## src/rtl/reaction_round_ctrl.sv

```systemverilog
// Session sequencer for the reaction-time tester: rounds, best time,
// fault/timeout flags, and delay-generator / BCD-counter control.
module reaction_round_ctrl #(
  parameter int ROUNDS  = 5,
  parameter int HOLD_MS = 2000
) (
  input  logic       clk,
  input  logic       reset,
  input  logic       start,
  input  logic       measure,
  input  logic       led,
  input  logic       tick,
  input  logic [3:0] q2,
  input  logic [3:0] q1,
  input  logic [3:0] q0,
  output logic       dly_start,
  output logic       cnt_clr,
  output logic       cnt_en,
  output logic [3:0] best2,
  output logic [3:0] best1,
  output logic [3:0] best0,
  output logic [3:0] round,
  output logic       error,
  output logic       timeout,
  output logic       done,
  output logic       busy
);

  localparam int HW = $clog2(HOLD_MS + 1);

  typedef enum logic [2:0] {
    IDLE, ARM, WAIT_LED, TIMING, HOLD, FAULT, FINISH
  } state_t;

  state_t        state_q, state_d;
  logic          start_q, meas_q;
  logic [11:0]   best_q, best_d;
  logic [3:0]    round_q, round_d;
  logic          error_q, error_d;
  logic          timeout_q, timeout_d;
  logic          done_q, done_d;
  logic [HW-1:0] hold_q, hold_d;

  logic [11:0] q;
  logic        q999, st_rise, ms_rise, hold_end;

  assign q        = {q2, q1, q0};
  assign q999     = (q == 12'h999);
  assign st_rise  = start & ~start_q;
  assign ms_rise  = measure & ~meas_q;
  assign hold_end = tick && (hold_q == HW'(HOLD_MS - 1));

  always_comb begin
    state_d   = state_q;
    best_d    = best_q;
    round_d   = round_q;
    error_d   = error_q;
    timeout_d = timeout_q;
    done_d    = done_q;
    hold_d    = hold_q;
    unique case (state_q)
      IDLE: ;
      ARM, WAIT_LED: begin
        if (ms_rise) begin
          state_d = FAULT;
          error_d = 1'b1;
        end else if (state_q == ARM) begin
          state_d = WAIT_LED;
        end else if (led) begin
          state_d = TIMING;
        end
      end
      TIMING: begin
        if (ms_rise) begin
          if (q < best_q) best_d = q;
          round_d = round_q + 4'd1;
          state_d = HOLD;
        end else if (tick && q999) begin
          timeout_d = 1'b1;
          round_d   = round_q + 4'd1;
          state_d   = HOLD;
        end
      end
      HOLD, FAULT: begin
        if (hold_end) begin
          hold_d = '0;
          if (state_q == HOLD && round_q == 4'(ROUNDS)) begin
            state_d = FINISH;
            done_d  = 1'b1;
          end else begin
            // Entering ARM starts a fresh attempt with clean flags
            state_d   = ARM;
            error_d   = 1'b0;
            timeout_d = 1'b0;
          end
        end else if (tick) begin
          hold_d = hold_q + HW'(1);
        end
      end
      FINISH: ;
      default: state_d = IDLE;
    endcase
    if (st_rise) begin
      state_d   = ARM;
      best_d    = 12'h999;
      round_d   = '0;
      error_d   = 1'b0;
      timeout_d = 1'b0;
      done_d    = 1'b0;
      hold_d    = '0;
    end
  end

  always_ff @(posedge clk) begin
    if (!reset) begin
      state_q   <= IDLE;
      start_q   <= 1'b1;
      meas_q    <= 1'b1;
      best_q    <= 12'h999;
      round_q   <= '0;
      error_q   <= 1'b0;
      timeout_q <= 1'b0;
      done_q    <= 1'b0;
      hold_q    <= '0;
    end else begin
      state_q   <= state_d;
      start_q   <= start;
      meas_q    <= measure;
      best_q    <= best_d;
      round_q   <= round_d;
      error_q   <= error_d;
      timeout_q <= timeout_d;
      done_q    <= done_d;
      hold_q    <= hold_d;
    end
  end

  assign dly_start = (state_q == ARM);
  assign cnt_clr   = (state_q == ARM);
  assign cnt_en    = (state_q == TIMING) & tick & ~q999;
  assign busy      = (state_q != IDLE) && (state_q != FINISH);
  assign {best2, best1, best0} = best_q;
  assign round     = round_q;
  assign error     = error_q;
  assign timeout   = timeout_q;
  assign done      = done_q;

endmodule

```

## config.mk

```make
export PLATFORM = sky130hd
export DESIGN_NAME = reaction_round_ctrl
export DESIGN_NICKNAME = d
export VERILOG_FILES = /design/src/rtl/reaction_round_ctrl.sv
export SDC_FILE = /design/constraint.sdc
export NUM_CORES = 1
export LEC_CHECK = 0
export BUFFER_PORTS_ARGS = -buffer_cell sky130_fd_sc_hd__buf_2
export CAP_MARGIN = 25
export CORE_MARGIN = 4
export CORE_UTILIZATION = 49
export CTS_CLUSTER_DIAMETER = 40
export DETAILED_ROUTE_END_ITERATION = 10
export GPL_ROUTABILITY_DRIVEN = 0
export GPL_TIMING_DRIVEN = 0
export HOLD_SLACK_MARGIN = 0.08
export PLACE_DENSITY = 0.73
export RECOVER_POWER = 100
export SLEW_MARGIN = 40
export SYNTH_ARGS = -nofsm -noshare
export SYNTH_HDL_FRONTEND = slang
export SYNTH_SLANG_ARGS = --single-unit
```

## constraint.sdc

```tcl
create_clock -name clk -period 2 [get_ports clk]
set_clock_uncertainty 0.1 [all_clocks]
set_input_delay 0.1 -clock clk [delete_from_list [all_inputs] [get_ports clk]]
set_output_delay 0.1 -clock clk [all_outputs]
set_load 0.01 [all_outputs]
```

==> results.md <==
- Area grow syn2layout: 34.00%
- Drt wl/cell: 15.33 um
- Clk sinks: 35
- Relative slew slack: 55.30%
- Final Hold Vio Count: 0
- Failing checks: negative setup slack
- Avg Inst Size Synth: 8.737 um^2
- Die span in y: 73.15 um
- Async SR Flop Fraction: 0%
- DR iter-0 viols: 159
- Cell taking the most area after synthesis: dfxtp_1
- Core area: 0.004058 mm^2
- Synth Warn #: 0
- Synth Cell Area: 0.002079 mm^2
- Reg2Reg Setup Slack: -120 ps
- Reg-to-Reg Start: best_q[11]$_SDFFE_PP1P_
- IO Port Bufs: 40
- Clock-pin slew on the worst setup and hold paths: 80 ps
- Fin. max-slew vios: 0
- Hold-critical path depth: 4
- Vias in the first global route: 1922
- DRC: 0
- Initial antenna violation count: 0
- Avg Vias per Cell: 5.478
- # setup viols final: 12
- DP Wirelength: 3536 um
- Die area: 0.005350 mm^2
- # diodes: 0
- Static Leak: 1.120 nW
- Final period utilization: 106.1%
- Initial core utilization: 51.25%
- Seq/Total Area, Yosys: 33.69%
- Worst skew pair latency: 300 ps
- CTS root buf: clkbuf_8
- Worst VDD drop: 413.5 uV
- Total grt overflow: 0
- Worst hold margin: 349.4 ps
- Worst Hold Class: in2reg
- Number of synthesized flops with an enable pin: 0
- Fmax: 0.4714 GHz
- Via count: 1972
- Die width: 73.15 um
- Worst path cell trace: inv_2 -> ha_4 -> nand4_1 -> or3_4 -> o311a_4 -> buf_4 -> nand3_1 -> a21oi_1
- Post-Synthesis Cells: 238
- Main synth FF type: dfxtp_1
- PD cells: 723.6 mW/mm^2
- Critical path type: reg2reg
- Final #Nets: 341
- Total Power: 2.016 mW
- Most common cell after layout, fill and taps aside: dfxtp_1
- Share of cells above drive strength 1: 27.10%
- Max clock buf depth: 2
- Slowest-stage cell, CP: or3_4
- Synthesized Nets: 270
- First-pass GRT wire length: 8859 um
- Std cell rows: 23
- GRT Util Overall: 21.29%
- 1st-pass router iterations: 4
- RSZ-0062 raised after global routing: true
- Maxcap violations: 0
- R2r endpoint: best_q[2]$_SDFFE_PP0P_
- Dpl cells: 328
- H-tree depth: 2
- Status: finished with violations
- Req. time, crit path: 2050 ps
- Area contributors post-synth: dfxtp_1 (34%), ha_1 (8.4%), nand3_1 (5.3%)
- Post-route insts no fill: 360
- Most frequent cells in the layout: dfxtp_1 (31), buf_2 (27), nor2_1 (23)
- Worst Max-Slew Pin Slew: 670.5 ps
- WL final: 5518 um
- Worst hold start: led
- IO Count: 41
- Top delay family on crit path: simple AND/OR/NAND/NOR gates
- CP startpoint kind: register
- Pin count of the biggest net entering global routing: 13
- Hold Crit Endpoint: state_q[2]$_SDFFE_PP0P_
- CP bufs+invs: 2
- Post-route minimum period: 2122 ps
- Worst EP arrival: 2170 ps
- Seq cells post-synth: 35
- Worst Slack Setup Final: -121.6 ps
- Reg2reg path depth: 8
- Post-synth top area share: 33.69%
- Num CTS Buffers: 5
- ANT nets after route: 0
- Count of different cell masters after synthesis: 48
- CP endpoint kind: register
- CTS tree: built
- CP max stage delay: 400 ps
- Largest fanout on the critical path: 3
==> logic make-up (layout without fill, tap and decap cells) <==
logic type,count (synthesis),count (layout),share of synthesized area [%]
compound gates,50,50,18.47
xor+xnor,13,13,5.475
fa+ha+maj,14,14,8.424
buf+inv,28,100,6.679
flops,35,35,33.69
mux,1,1,0.4814
simple gates,97,97,26.78
==> area by class of cell <==
cell class / count / area [um^2]
Fill cell: 311 / 1271
Inverter: 16 / 60.06
Clock buffer: 5 / 68.82
Tap cell: 50 / 62.56
Multi-Input combinational cell: 175 / 1324
Clock inverter: 3 / 43.79
Sequential cell: 35 / 705.7
Buffer: 11 / 85.08
Timing Repair Buffer: 65 / 436.7
==> Yosys cell counts (2+ instances only) <==
cell       instances
dfxtp_1           35
nor2_1            23
nand3_1           22
inv_1             16
ha_1              14
a21oi_1           13
o21ai_0           11
nand2_1           10
xor2_1             8
nand2b_1           6
nand4_1            6
o21ai_1            6
buf_4              5
xnor2_1            5
a21oi_2            4
clkbuf_1           4
nand3_2            4
and3_1             3
nor2b_1            3
a2111oi_4          2
a211oi_1           2
a32oi_1            2
and2_1             2
and2b_1            2
and4_1             2
buf_6              2
nor3_1             2
nor3b_1            2
nor4bb_1           2
o21a_1             2
==> worst max-delay path by stage <==
| stage | start | to | cells after the start |
|---|---|---|---|
| 3_5_place_dp | best_q[11]$_SDFFE_PP1P_ | best_q[11]$_SDFFE_PP1P_ | 8 |
| 2_1_floorplan | best_q[11]$_SDFFE_PP1P_ | best_q[11]$_SDFFE_PP1P_ | 8 |
| 3_3_place_gp | best_q[11]$_SDFFE_PP1P_ | best_q[4]$_SDFFE_PP1P_ | 8 |
| 6_report | best_q[11]$_SDFFE_PP1P_ | best_q[2]$_SDFFE_PP0P_ | 8 |
| 4_1_cts | best_q[11]$_SDFFE_PP1P_ | best_q[11]$_SDFFE_PP1P_ | 8 |
| 5_1_grt | best_q[9]$_SDFFE_PP0P_ | best_q[3]$_SDFFE_PP1P_ | 8 |
==> through the flow <==
step | cell area, um^2 | worst slack, ps | util (%) | TNS (ps)
final | 2786 | -121.6 | 68.67 | -1131
after global routing | 2786 | -200.4 | 68.67 | -2109
after CTS | 2715 | -83.77 | 66.91 | -746.3
after detailed placement | 2357 | -108.6 | 58.09 | -885.0
after global placement | 2357 | -89.16 | 58.09 | -700.3
after floorplan | 2095 | 19.97 | - | 0
==> report_power, final <==
part,switching [mW],internal [mW],total [mW],leakage (nW)
Clock,0.281,0.371,0.653,0.0581
Combinational,0.333,0.278,0.611,0.778
Sequential,0.0188,0.734,0.753,0.283
Total,0.633,1.38,2.02,1.12
==> registers in the layout, indices dropped and copies added (netlist names), 3 cells and up <==
signal   cells
best_q      12
hold_q      11
round        4
state_q      3
==> layer usage <==
layer	global-route usage [%]	wire length [um]	vias to the layer above
met3	4.408	312	4
li1	-	-	987
met5	0	0	-
met2	34.76	2698	47
met4	5.738	47	0
met1	28.39	2461	934
==> worst min-delay path, delay by kind of cell <==
family / cells / cell delay, ps
buf+inv: 1 / 90
compound gates: 3 / 510
==> timing repair <==
item | CTS | global route
pin swaps | 8 | 4
hold buffers | 18 | 0
setup endpoints to repair | 10 | 25
setup buffers | 3 | 2
cloned | 2 | 0
resized for setup | 6 | 17
endpoints found under the hold margin | 16 | 0
Power figures use the tool's default switching activity.
